===== src/rtl/debounce_pkg.sv =====
// Shared constants and helpers for the debounce block.
package debounce_pkg;

    // 10 ms at 50 MHz
    localparam int unsigned DEFAULT_STABLE_CYCLES = 500000;
    localparam int unsigned DEFAULT_SYNC_STAGES   = 2;

    // Number of stable cycles needed for a debounce window of `ms` milliseconds.
    function automatic int unsigned debounce_cycles(input int unsigned clk_hz,
                                                    input int unsigned ms);
        return (clk_hz / 1000) * ms;
    endfunction

endpackage


===== src/rtl/debounce_if.sv =====
// Signal bundle between a raw pin source and the debounced-level consumer.
interface debounce_if;

    logic noisy;
    logic clean;
    logic rise;
    logic fall;

    // Source side: drives the raw pin, observes the filtered level and strobes.
    modport master (
        output noisy,
        input  clean,
        input  rise,
        input  fall
    );

    // Debouncer side.
    modport slave (
        input  noisy,
        output clean,
        output rise,
        output fall
    );

endinterface


===== src/rtl/sync_ff.sv =====
// N-stage flop chain bringing an asynchronous input into the clock domain.
module sync_ff #(
    parameter int unsigned STAGES    = 2,
    parameter logic        RESET_VAL = 1'b0
) (
    input  logic clock,
    input  logic reset_n,
    input  logic d,
    output logic q
);

    logic [STAGES-1:0] sync_q;

    // Shift the raw input through the chain; stage 0 is the only one seeing `d`.
    always_ff @(posedge clock or negedge reset_n) begin
        if (!reset_n) begin
            sync_q <= {STAGES{RESET_VAL}};
        end else begin
            sync_q <= {sync_q[STAGES-2:0], d};
        end
    end

    assign q = sync_q[STAGES-1];

endmodule


===== src/rtl/debounce.sv =====
// Debouncer: synchronises a noisy input, requires it to stay different from the
// current clean level for STABLE_CYCLES cycles before following it, and emits
// registered one-cycle rise/fall strobes alongside the new level.
module debounce
    import debounce_pkg::*;
#(
    parameter int unsigned STABLE_CYCLES = DEFAULT_STABLE_CYCLES,
    parameter int unsigned SYNC_STAGES   = DEFAULT_SYNC_STAGES,
    parameter logic        RESET_LEVEL   = 1'b0
) (
    input  logic       clock,
    input  logic       reset_n,
    debounce_if.slave  bus
);

    localparam int unsigned     CNT_W   = $clog2(STABLE_CYCLES + 1);
    localparam logic [CNT_W-1:0] CNT_MAX = CNT_W'(STABLE_CYCLES - 1);

    logic             s;
    logic [CNT_W-1:0] cnt_q, cnt_d;
    logic             clean_q, clean_d;
    logic             rise_q, rise_d;
    logic             fall_q, fall_d;

    sync_ff #(
        .STAGES    (SYNC_STAGES),
        .RESET_VAL (RESET_LEVEL)
    ) u_sync (
        .clock   (clock),
        .reset_n (reset_n),
        .d       (bus.noisy),
        .q       (s)
    );

    // Count consecutive disagreeing cycles; any agreement restarts the window,
    // so the counter never passes CNT_MAX and never wraps.
    always_comb begin
        cnt_d   = '0;
        clean_d = clean_q;
        rise_d  = 1'b0;
        fall_d  = 1'b0;
        if (s != clean_q) begin
            if (cnt_q == CNT_MAX) begin
                clean_d = s;
                rise_d  = s;
                fall_d  = ~s;
            end else begin
                cnt_d = cnt_q + CNT_W'(1);
            end
        end
    end

    // State register; strobes land in the same cycle as the new clean level.
    always_ff @(posedge clock or negedge reset_n) begin
        if (!reset_n) begin
            cnt_q   <= '0;
            clean_q <= RESET_LEVEL;
            rise_q  <= 1'b0;
            fall_q  <= 1'b0;
        end else begin
            cnt_q   <= cnt_d;
            clean_q <= clean_d;
            rise_q  <= rise_d;
            fall_q  <= fall_d;
        end
    end

    assign bus.clean = clean_q;
    assign bus.rise  = rise_q;
    assign bus.fall  = fall_q;

endmodule


===== src/flat_wrapper.sv =====
// flat-port wrapper written by rule: the top's interface ports become plain ports
module debounce_flat import debounce_pkg::*;
#(
    parameter int unsigned STABLE_CYCLES = DEFAULT_STABLE_CYCLES,
    parameter int unsigned SYNC_STAGES   = DEFAULT_SYNC_STAGES,
    parameter logic        RESET_LEVEL   = 1'b0
)
  (clock, reset_n, bus_noisy, bus_clean, bus_rise, bus_fall);
  debounce_if bus_i ();
  input  logic clock;
  input  logic reset_n;
  input wire logic [$bits(bus_i.noisy)-1:0] bus_noisy;
  output wire logic [$bits(bus_i.clean)-1:0] bus_clean;
  output wire logic [$bits(bus_i.rise)-1:0] bus_rise;
  output wire logic [$bits(bus_i.fall)-1:0] bus_fall;
  assign bus_i.noisy = bus_noisy;
  assign bus_clean = bus_i.clean;
  assign bus_rise = bus_i.rise;
  assign bus_fall = bus_i.fall;
  debounce #(.STABLE_CYCLES(STABLE_CYCLES), .SYNC_STAGES(SYNC_STAGES), .RESET_LEVEL(RESET_LEVEL)) u_core (.clock(clock), .reset_n(reset_n), .bus(bus_i));
endmodule

===== config.mk =====
export PLATFORM = sky130hd
export DESIGN_NAME = debounce_flat
export DESIGN_NICKNAME = d
export VERILOG_FILES = /design/src/rtl/debounce_pkg.sv /design/src/rtl/debounce_if.sv /design/src/rtl/sync_ff.sv /design/src/rtl/debounce.sv /design/src/flat_wrapper.sv
export SDC_FILE = /design/constraint.sdc
export NUM_CORES = 1
export LEC_CHECK = 0
export ABC_AREA = 1
export CAP_MARGIN = 40
export CORE_MARGIN = 2
export CORE_UTILIZATION = 56
export DETAILED_ROUTE_END_ITERATION = 16
export PLACE_DENSITY_LB_ADDON = 0.1
export SYNTH_ARGS = -nofsm -noshare
export SYNTH_HDL_FRONTEND = slang
export SYNTH_SLANG_ARGS = --single-unit
export TNS_END_PERCENT = 30

===== constraint.sdc =====
create_clock -name clock -period 2.9 [get_ports clock]
set_clock_uncertainty 0.1 [all_clocks]
set_input_delay 0.29 -clock clock [delete_from_list [all_inputs] [get_ports clock]]
set_output_delay 0.29 -clock clock [all_outputs]
set_load 0.01 [all_outputs]

### Word level (Yosys, flattened, before mapping)

Cells that the tools add are included.

| word-level totals | value |
|---|---|
| input bits | 3 |
| logic and storage cells | 16 |
| output and inout bits | 3 |
| register bits | 24 |

| cells by class | value |
|---|---|
| $add $sub $neg | 1 |
| equality and inequality tests | 2 |
| bitwise operators | 1 |
| reduce and logical (&&, ||, !) cells | 1 |
| muxes and demuxes | 6 |

Operators by type and width:

| operator | number |
|---|---|
| two-way mux 19 bit | 2 |
| adder 19 x 1 -> 19 bit (second input constant) | 1 |
| equality test 19 bit (second input constant) | 1 |
| two-way mux 1 bit | 4 |
| AND reduction 2 bit | 1 |
| != test 1 bit | 1 |
| inverter 1 bit | 1 |

### Longest topological paths before layout

Gate-level depths: netlist of the first run.

| logic depth | value |
|---|---|
| depth after elaboration | 3 |
| depth in mapped cells | 8 |
| gate-level depth less buffers | 8 |

### Modules after synthesis

A second synthesis of the first run with hierarchy kept.

| second synthesis, totals | value |
|---|---|
| cell total of the unflattened synthesis | 154 |
| area, all modules | 1249.9 sq um |

By module, submodules not included:

| module | cells each | area an instance (sq um) | times used |
|---|---|---|---|
| debounce | 152 | 1199.9 | 1 |
| sync_ff | 2 | 50.0 | 1 |

### Worst setup path after synthesis of the first run

OpenSTA, ideal clock, no wires.

| timing path | value |
|---|---|
| path kind | reg-to-reg |
| from | register u_core.clean_q (netlist: u_core.bus.clean) |
| to | register u_core.cnt_q[5] |
| library setup time | 0.118 ns |
| path buffers | 0 |
| period minus slack after synthesis | 1.360 ns |
| path slack | 1.540 ns |
| stages on the path, launching flop included | 7 |
| arrival time | 1.142 ns |
| cell sequence | dfrtp_1 > inv_1 > nor2_1 > nor2_2 > inv_1 > nand2_4 > nor2_1 |

| between the ends | value |
|---|---|
| word-level cells in the longest chain between the ends | 2 |

RTL lines:

| what | RTL line | RTL |
|---|---|---|
| start: declaration | debounce.sv:21 | `logic clean_q, clean_d;` |
| start signal: assignment | debounce.sv:62 | `clean_q <= clean_d;` |
| != test 1 bit | debounce.sv:42 | `if (s != clean_q) begin` |
| two-way mux 19 bit | debounce.sv:42 |  |
| net u_core.cnt_d[5] | debounce.sv:20 | `logic [CNT_W-1:0] cnt_q, cnt_d;` |
| end signal: assignment | debounce.sv:61 | `cnt_q <= cnt_d;` |
| end: declaration | debounce.sv:20 |  |

The timed path passes the listed nets, and every way through them passes these cells.
A chain may end at the register's enable or synchronous reset.

### Worst setup path in the final report of the first run

| timing path | value |
|---|---|
| from | register u_core.clean_q (netlist: u_core.bus.clean) |
| to | output bus_clean |

RTL lines:

| what | RTL line | RTL |
|---|---|---|
| end: declaration | flat_wrapper.sv:13 | `output wire logic [$bits(bus_i.clean)-1:0] bus_clean;` |

No word-level cell between the ends.

==> results.md, run 1 <==
* WL final at 2200 um
* Wire length per cell at 11.6 um
* Sequential fraction of the synthesis area at 0.482
* Initial Utilization at 0.579
* Crit-path max FO at 4
* FF+latch count, synth at 24
* CP endpoint kind: output port
* Period minus WS final at 1.68 ns
* # DRC at 0
* Overall routing resource usage at 0.205
* Congestion Overflow GR at 0
* H-tree Lvls at 1
* Core Area at 2150 um2
* WP data arrival at 1.29 ns
* Max-Cap Viols at 0
* Setup TNS Final at 0 ns
* Fin nets at 166
* Maximum operating frequency at 0.597 GHz
* Antenna cells at 0
* Cell Area, Placed at 1340 um2
* Synthesized area at 1240 um2
* Share of post-route cells with drive strength above 1 at 0.118
* Met1 Track Usage GR at 0.269
* Gp weighted congestion at 0.844
* I/O pins at 6
* CTS sink cnt at 24
* CP startpoint: u_core.bus.clean$_DFFE_PN0P_
* Root buffer cell: clkbuf_4
* FF-to-FF setup slack at 1.35 ns
* Crit-path cells: clkdlybuf4s50_1
* Post-CTS Setup Bufs at 0
* R2r worst-path depth at 6
* Cells after Synth at 151
* WS Path Type: flop to output port
* CP Buf/Inv Count at 1
* Leakage at 0.612 nW
* Antenna viol nets, final at 0
* CTS clock-pin slew for the worst setup and hold paths at roughly 0.13 ns
* VDD IR max at 0.339 mV
* Post-Syn Nets at roughly 160
* Die height at just over 50 um
* Post-CTS Hold Fix Bufs at 0
* Largest net degree at the start of global routing at 25
* Critical path depth in cells at 1
* Met2 usage in global routing at 0.344
* Post-route cell area at between 1000 and 1500 um2
* RSZ-0062 raised after global routing: false
* Filler cells at approximately 180
* Drt pass-1 iters at 4
* Vias at 961
* Critical path capture point: bus_clean
* Number of distinct library cells after synthesis at 24
* Clock tree buffer depth at 2
* Register area at around 600 um2
* Clock Latency Late Sink at 0.31 ns
* Final hold vios at 0
* Detailed Place HPWL at around 1700 um
* Slew of the pin with the lowest slew margin at 0.409 ns
* Status: complete, no violations
* Max_slew headroom at 0.727
* Global route hottest layer: met2
* First-pass GRT wire length at 3970 um
* Die Wd at 51.2 um
* Pwr Density at about 400 nW/um2
* Antenna violations before repair at 0
* CP required at 2.51 ns
* CTS buffer count at 3
* Multi-input gate area at 588 um2
* Critical Path Max Stage Delay at 0.55 ns
* Critical register-to-register path endpoint: u_core.cnt_q[5]$_DFF_PN0_
* Final period util at 0.578
* RR Startpoint: u_core.bus.clean$_DFFE_PN0P_
* Initial DRC count at 30
* Syn Area/Cell at 8.24 um2
* TritonCTS clock tree: yes
* Die area at 2620 um2
* Vias in the first global route at between 900 and 1k
* # rows at 17
* M3 GR Usage at 0.0351
* Max-slew violation count at 0
* Vias per cell at 5.08
* Ys Warns at 0
* Crit path max-delay family: buffers and inverters
* Port Buffer Count at 5
* Startpoint types: flop
* Area growth syn-to-layout at 10.4%
* Final setup violation count at 0
* Resize count post-CTS at 0
* Hold WC Path Type: primary input to asynchronous set/reset pin
* Worst path slowest cell: clkdlybuf4s50_1
metal layers:
metal | part of all wire | vias up | wire length (um)
met4 | 0.013 | 0 | 28
li1 | - | 493 | -
met1 | 0.46 | 445 | 1020
met5 | 0 | - | 0
met2 | 0.49 | 19 | 1070
met3 | 0.034 | 4 | 75
layout make-up:
type                    instances  area share
well taps                      28      0.0255
multi-input cells             112       0.428
inverters                      15      0.0410
flip-flops and latches         24       0.437
repair buffers                  6      0.0419
clock buffers                   4      0.0264
worst reg2reg max path: cells and delay by family (launching register included):
family                 cells  cell delay [ns]
buffers and inverters      2             0.30
DFF                        1             0.44
and+or+nand+nor            4             0.60
worst min-delay path by stage:
stage                                      startpoint                                end  cells after the start
floorplan                                     reset_n       u_core.bus.clean$_DFFE_PN0P_                      0
global placement    u_core.u_sync.sync_q[0]$_DFF_PN0_  u_core.u_sync.sync_q[1]$_DFF_PN0_                      0
detailed placement  u_core.u_sync.sync_q[0]$_DFF_PN0_  u_core.u_sync.sync_q[1]$_DFF_PN0_                      0
CTS                                           reset_n         u_core.cnt_q[14]$_DFF_PN0_                      2
global route                                  reset_n          u_core.cnt_q[6]$_DFF_PN0_                      2
finish                                        reset_n         u_core.cnt_q[14]$_DFF_PN0_                      2
power by group:
group / internal, mW / switching, mW
Clock: 0.0766 / 0.0973
Combinational: 0.00767 / 0.0153
Sequential: 0.339 / 0.00340
Total: 0.424 / 0.116
sequential cells by signal (all words and copies together) (netlist names):
register and count:
u_core.bus.clean 1, u_core.u_sync.sync_q 2, u_core.cnt_q 19, u_core.bus.rise 1, u_core.bus.fall 1
per-stage QoR:
stage	setup slack [ns]	util	hold WS [ns]	cells	power [mW]
3_5_place_dp	1.35	0.623	0.242	185	0.374
6_report	1.22	0.639	0.221	189	0.540
5_1_grt	1.16	0.639	0.231	189	0.563
3_3_place_gp	1.39	0.623	0.245	185	0.372
4_1_cts	1.21	0.639	0.228	189	0.547
2_1_floorplan	1.54	-	-0.106	151	0.359
kinds of logic (layout without fill, tap and decap cells):
group	count (synthesis)	count (layout)	synth area share
adder cells (fa/ha/maj)	1	1	0.0100
AND/OR/NAND/NOR	95	95	0.364
XOR/XNOR	9	9	0.0633
buffers and inverters	15	25	0.0452
flip-flops	24	24	0.482
AO/OA/AOI/OAI	7	7	0.0352
placed cells by master, fill, tap and decap left out:
cell type / instances
nand3b_2: 1
xnor2_1: 2
nand2_4: 1
nand3_2: 2
nor2_2: 3
o21bai_1: 1
xor2_1: 7
dfrtp_1: 24
o21ai_1: 2
clkbuf_8: 1
nand4_1: 1
nor3b_1: 1
nor3_1: 2
buf_4: 1
nor2_4: 1
nor3b_4: 1
o21bai_2: 1
inv_1: 15
clkbuf_4: 3
a21oi_1: 3
nor3_2: 1
nand3_1: 10
nand2_2: 3
nand2_1: 25
nor2_1: 42
clkdlybuf4s50_1: 5
ha_1: 1
nand3b_1: 1
cell usage after synthesis:
master / n / share of area
nand4_1: 1 / 0.0050
ha_1: 1 / 0.010
nor2_2: 3 / 0.015
o21bai_2: 1 / 0.0090
nand3b_2: 1 / 0.0090
xor2_1: 7 / 0.049
nand2_4: 1 / 0.0090
nand3b_1: 1 / 0.0060
nand3_2: 2 / 0.016
nand2_1: 25 / 0.075
xnor2_1: 2 / 0.014
o21ai_1: 2 / 0.0080
nor3b_4: 1 / 0.015
nor2_1: 42 / 0.13
nand2_2: 3 / 0.015
inv_1: 15 / 0.045
nor3_1: 2 / 0.0080
o21bai_1: 1 / 0.0060
nor2_4: 1 / 0.0090
dfrtp_1: 24 / 0.48
nand3_1: 10 / 0.040
a21oi_1: 3 / 0.012
nor3b_1: 1 / 0.0060
nor3_2: 1 / 0.0080
(Power assumes the default switching activity.)
==> run 2, diff against run 1 <==
CORE_UTILIZATION = 52   (was 56)
clock period = 1.42 ns   (was 2.9 ns; I/O delays follow)
==> results.md, run 2 (same netlist as run 1, synthesis figures left out) <==
* Hold WC Path Type: primary input to asynchronous set/reset pin
* CTS sink cnt at 24 (unchanged)
* Congestion Overflow GR at 0 (unchanged)
* Final period util at 0.996
* Final Total Pwr at 1.13 mW (+110%)
* Max-slew violation count at 0 (unchanged)
* Area growth syn-to-layout at 20.0%
* VDD IR max at 0.695 mV (+110%)
* Die height at 52.9 um (+3.5%)
* Final hold vios at 0 (unchanged)
* Worst path slowest cell: dfrtp_1
* Leakage at 0.688 nW (+12%)
* Share of post-route cells with drive strength above 1 at 0.214 (+0.0963)
* CP required at 1.55 ns (-0.96 ns)
* Vias at 991 (+3.1%)
* Status: complete, no violations
* Post-CTS Hold Fix Bufs at 0 (unchanged)
* WL final at 2460 um (+12%)
* H-tree Lvls at 1 (unchanged)
* Vias in the first global route at 989 (+8.1%)
* Critical register-to-register path endpoint: u_core.cnt_q[18]$_DFF_PN0_
* Pwr Density at 758 nW/um2 (+93%)
* DP Cell Count at 190 (+2.7%)
* Most common cell after layout, fill and taps aside: nor2_1
* Port Buffer Count at 5 (unchanged)
* Startpoint types: flop
* Final non-filler cell total at 196 (+3.7%)
* Fin nets at 173 (+4.2%)
* WS Path Type: flop to flop
* CP Buf/Inv Count at 0 (-1)
* Max_slew headroom at 0.796 (+0.0690)
* Max-Cap Viols at 0 (unchanged)
* Most frequent cells in the layout: nor2_1, nand2_1, dfrtp_1
* Crit path max-delay family: simple AND/OR/NAND/NOR gates
* TritonCTS clock tree: yes
* I/O pins at 6 (unchanged)
* Crit-path most repeated cell: nand3_1
* Initial DRC count at 30 (unchanged)
* CTS buffer count at 3 (unchanged)
* WP data arrival at 1.55 ns (+0.26 ns)
* Core Area at 2230 um2 (+4.0%)
* Largest net degree at the start of global routing at 25 (unchanged)
* Root buffer cell: clkbuf_4
* # rows at 17 (unchanged)
* CP endpoint kind: flop
* First-pass GRT wire length at 4100 um (+3.1%)
* Period minus WS final at 1.42 ns
* Maximum operating frequency at 0.707 GHz
* RSZ-0062 raised after global routing: true
* CTS clock-pin slew for the worst setup and hold paths at 0.13 ns (about the same)
* Antenna viol nets, final at 0 (unchanged)
* Die Wd at 52.9 um (+3.5%)
* FF-to-FF setup slack at 0.005 ns (-1.35 ns)
* Detailed Place HPWL at 1730 um (+3.1%)
* Antenna cells at 0 (unchanged)
* Number of flip-flops in the largest register at 19 (unchanged)
* Antenna violations before repair at 0 (unchanged)
* Wire length per cell at 12.5 um (+7.9%)
* RR Startpoint: u_core.cnt_q[1]$_DFF_PN0_
* Drt pass-1 iters at 4 (unchanged)
* Gp weighted congestion at 0.918 (+8.7%)
* Largest regs: u_core.cnt_q x19, u_core.u_sync.sync_q x2
* Crit-path cells: ha_4, nand2_4, nor2_4, nand2_2, nor2_2, nand3_1, nand3_1, nor2_1
* Critical Path Max Stage Delay at 0.43 ns (-0.12 ns)
* Overall routing resource usage at 0.205 (-0.000461)
* # DRC at 0 (unchanged)
* Die area at 2800 um2 (+7.1%)
* Slew of the pin with the lowest slew margin at 0.306 ns (-0.103 ns)
* R2r worst-path depth at 8 (+2)
* Initial Utilization at 0.557 (-0.0221)
* Crit-path max FO at 4 (unchanged)
* Clock Latency Late Sink at 0.32 ns (about the same)
* Clock tree buffer depth at 2 (unchanged)
* Final setup violation count at 0 (unchanged)
* Vias per cell at 5.06 (-0.56%)
* Biggest register: u_core.cnt_q
## run 2: cell count changes in the layout (fill, tap and decap cells not counted), sizes merged
cell | before | now
dlygate4sd2 | 0 | 3
buf | 1 | 8
clkdlybuf4s50 | 5 | 2
## run 2: what timing repair did
action                                  in CTS  in global routing
endpoints found under the setup margin      14                 19
setup buffers                                1                  1
resized for setup                            7                 13
cloned                                       0                  0
pin swaps                                    0                  3
## run 2: worst max path at each step
stage,start,to,depth (start not counted)
after floorplan,u_core.bus.clean$_DFFE_PN0P_,u_core.cnt_q[5]$_DFF_PN0_,6
final,u_core.cnt_q[1]$_DFF_PN0_,u_core.cnt_q[18]$_DFF_PN0_,8
after detailed placement,u_core.cnt_q[0]$_DFF_PN0_,u_core.cnt_q[18]$_DFF_PN0_,8
after global placement,u_core.cnt_q[0]$_DFF_PN0_,u_core.cnt_q[18]$_DFF_PN0_,8
after CTS,u_core.cnt_q[0]$_DFF_PN0_,u_core.cnt_q[5]$_DFF_PN0_,6
after global routing,u_core.cnt_q[1]$_DFF_PN0_,u_core.cnt_q[18]$_DFF_PN0_,8
## run 2: cell type report
| type | instances | area [um2] |
|---|---|---|
| clock buffer | 4 | 36.3 |
| timing repair buffer | 13 | 106 |
| fill | 182 | 739 |
| multi-input combinational | 112 | 657 |
| inverter | 15 | 58.8 |
| tap | 28 | 35.0 |
| sequential | 24 | 601 |
## run 2: metal layers
| metal | vias up | GRT usage | wire length (um) |
|---|---|---|---|
| met3 | 10 | 0.0339 | 61 |
| met2 | 16 | 0.331 | 1130 |
| li1 | 505 | - | - |
| met4 | 0 | 0.0897 | 82 |
| met5 | - | 0 | 0 |
| met1 | 460 | 0.269 | 1180 |
## run 2: metrics by stage
step                setup WS, ns  hold WS [ns]  TNS, ns  area (um2)  utilization
detailed placement       -0.0542         0.237  -0.0625        1380        0.616
floorplan                 0.0598        -0.254        0        1240            -
global route              -0.114        0.0936   -0.846        1490        0.669
global placement         0.00443         0.244        0        1380        0.616
finish                   0.00497        0.0545        0        1490        0.669
CTS                     0.000596        0.0603        0        1430        0.641
## run 2: power breakdown
part	internal [mW]	switching, mW	leakage [nW]
clock	0.157	0.209	0.0210
combinational	0.0264	0.0365	0.338
sequential	0.693	0.0106	0.328
## run 2: worst register-to-register path, delay by kind of cell, from the launching register on
family	cells	cell delay, ns
flops	1	0.43
fa+ha+maj	1	0.17
simple gates	7	0.63
==> run 3, diff against run 2 <==
PLACE_DENSITY = 0.73   (was default)
PLACE_DENSITY_LB_ADDON = default   (was 0.1)
==> results.md, run 3 (same netlist as run 1, synthesis figures left out) <==
* Status: complete, no violations
* Die height at 52.9 um (unchanged)
* I/O pins at 6 (unchanged)
* First-pass GRT wire length at 4190 um (+2.2%)
* Port Buffer Count at 5 (unchanged)
* Sw Pwr at 248 uW (-3.4%)
* Congestion Overflow GR at 0 (unchanged)
* Clock tree buffer depth at 2 (unchanged)
* Fin nets at 175 (+1.2%)
* Biggest register: u_core.cnt_q
* WL final at 2460 um (about the same)
* Number of flip-flops in the largest register at 19 (unchanged)
* CTS clock-pin slew for the worst setup and hold paths at 0.13 ns (about the same)
* Area growth syn-to-layout at 21.1%
* Crit path max-delay family: simple AND/OR/NAND/NOR gates
* Combinational Power Share at 0.043 (-0.012)
* Hold WC Path Type: primary input to asynchronous set/reset pin
* Critical Path Max Stage Delay at 0.37 ns (-0.06 ns)
* R2r worst-path depth at 8 (unchanged)
* WS Path Type: flop to flop
* Initial Utilization at 0.557 (unchanged)
* WP data arrival at 1.54 ns (about the same)
* FF-to-FF setup slack at 0.002 ns (about the same)
* RSZ-0062 raised after global routing: true
* Drt pass-1 iters at 4 (unchanged)
* Clock power frac at 0.395 (+0.072)
* Root buffer cell: clkbuf_4
* Detailed Place HPWL at 1810 um (+4.4%)
* Die area at 2800 um2 (unchanged)
* Slew of the pin with the lowest slew margin at 0.299 ns (-0.00649 ns)
* Final period util at 0.998 (+0.00178)
* RR Startpoint: u_core.cnt_q[1]$_DFF_PN0_
* Antenna cells at 0 (unchanged)
* Period minus WS final at 1.42 ns (+0.00253 ns)
* Antenna violations before repair at 0 (unchanged)
* P_int at 999 uW (+14%)
* Crit-path cells: ha_2, nand2_4, nor2_4, nand2_2, nor2_2, nand3_1, nand3_1, nor2_1
* Share of post-route cells with drive strength above 1 at 0.241 (+0.0269)
* Sequential power share at 0.562 (-0.059)
* Final hold vios at 0 (unchanged)
* Wire length per cell at 12.4 um (-0.97%)
* # rows at 17 (unchanged)
* Max-slew violation count at 0 (unchanged)
* Most common cell after layout, fill and taps aside: nor2_1
* Vias at 1023 (+3.2%)
* Final setup violation count at 0 (unchanged)
* Switching share of power at 0.199 (-0.0277)
* CTS buffer count at 3 (unchanged)
* Util after Layout at 0.675 (+0.00616)
* Vias per cell at 5.17 (+2.2%)
* CTS sink cnt at 24 (unchanged)
* Crit-path max FO at 4 (unchanged)
* Die Wd at 52.9 um (unchanged)
* # DRC at 0 (unchanged)
* Final Total Pwr at 1.25 mW (+10%)
* VDD IR max at 0.739 mV (+6.3%)
* Worst path slowest cell: dfrtp_1
* Largest net degree at the start of global routing at 25 (unchanged)
* CP Buf/Inv Count at 0 (unchanged)
* Max_slew headroom at 0.800 (+0.00433)
* Antenna viol nets, final at 0 (unchanged)
* Post-CTS Hold Fix Bufs at 0 (unchanged)
* Largest regs: u_core.cnt_q x19, u_core.u_sync.sync_q x2
* Startpoint types: flop
* H-tree Lvls at 1 (unchanged)
* Gp weighted congestion at 0.835 (-9.0%)
* Initial DRC count at 26 (-13%)
* CP required at 1.54 ns (about the same)
* TritonCTS clock tree: yes
* Maximum operating frequency at 0.705 GHz (-0.18%)
* Pwr Density at 827 nW/um2 (+9.0%)
* CP endpoint kind: flop
* Vias in the first global route at 951 (-3.8%)
* Critical register-to-register path endpoint: u_core.cnt_q[18]$_DFF_PN0_
* Crit-path most repeated cell: nand3_1
* Most frequent cells in the layout: nor2_1, nand2_1, dfrtp_1
* Core Area at 2230 um2 (unchanged)
* Clock Latency Late Sink at 0.31 ns (about the same)
* Max-Cap Viols at 0 (unchanged)
* Leakage at 0.691 nW (+0.46%)
* Overall routing resource usage at 0.209 (+0.00473)
-- run 3: changes by cell type in the layout (fill, tap and decap cells not counted), sizes merged --
cell and delta:
bufinv +1, clkbuf -1, buf +2
-- run 3: how the worst max path moves through the flow --
stage | endpoint | cells past startpoint | slack [ns] | startpoint
global placement | u_core.cnt_q[18]$_DFF_PN0_ | 8 | 0.01 | u_core.cnt_q[0]$_DFF_PN0_
finish | u_core.cnt_q[18]$_DFF_PN0_ | 8 | 0.002 | u_core.cnt_q[1]$_DFF_PN0_
CTS | u_core.cnt_q[5]$_DFF_PN0_ | 6 | -0.006 | u_core.cnt_q[0]$_DFF_PN0_
floorplan | u_core.cnt_q[5]$_DFF_PN0_ | 6 | 0.06 | u_core.bus.clean$_DFFE_PN0P_
detailed placement | u_core.cnt_q[18]$_DFF_PN0_ | 8 | -0.04 | u_core.cnt_q[0]$_DFF_PN0_
global route | u_core.cnt_q[18]$_DFF_PN0_ | 8 | -0.09 | u_core.cnt_q[1]$_DFF_PN0_
-- run 3: worst register-to-register path, delay by kind of cell (launching register included) --
family                     cells  cell delay (ns)
adders and majority gates      1             0.21
DFF                            1             0.37
and+or+nand+nor                7             0.64
-- run 3: per-layer routing --
metal / GRT usage / routed length [um] / vias to the layer above
met4: 0.0769 / 32 / 0
met1: 0.291 / 1120 / 491
met2: 0.335 / 1230 / 16
met3: 0.0254 / 70 / 5
met5: 0 / 0 / -
li1: - / - / 511
-- run 3: repair_timing --
item | 4_1_cts | 5_1_grt
endpoints found under the setup margin | 7 | 20
cloned | 0 | 0
gates resized for setup | 5 | 14
buffers inserted | 1 | 2
pin swaps | 1 | 5
-- run 3: area by class of cell --
type	count	area (um2)
multi-input combinational	112	641
timing repair buffer	15	121
tap	28	35.0
clock buffer	3	22.5
sequential	24	602
inverter	15	56.3
fill	179	726
clock inverter	1	30.0
-- run 3: power groups by stage --
stage,sequential [mW],combinational [mW],clock (mW)
after floorplan,0.711,0.0224,0
after global placement,0.712,0.0538,0
after detailed placement,0.712,0.0540,0
after CTS,0.699,0.0544,0.497
after global routing,0.702,0.0626,0.529
final,0.700,0.0541,0.492
-- run 3: through the flow --
step / cells / setup WS (ns) / TNS, ns / instance area [um2] / hold slack (ns)
6_report: 198 / 0.00245 / 0 / 1510 / 0.0581
4_1_cts: 196 / -0.00586 / -0.00586 / 1450 / 0.0686
3_5_place_dp: 191 / -0.0393 / -0.0393 / 1380 / 0.245
2_1_floorplan: 151 / 0.0598 / 0 / 1240 / -0.254
5_1_grt: 198 / -0.0947 / -0.472 / 1510 / 0.0999
3_3_place_gp: 191 / 0.0109 / 0 / 1380 / 0.245
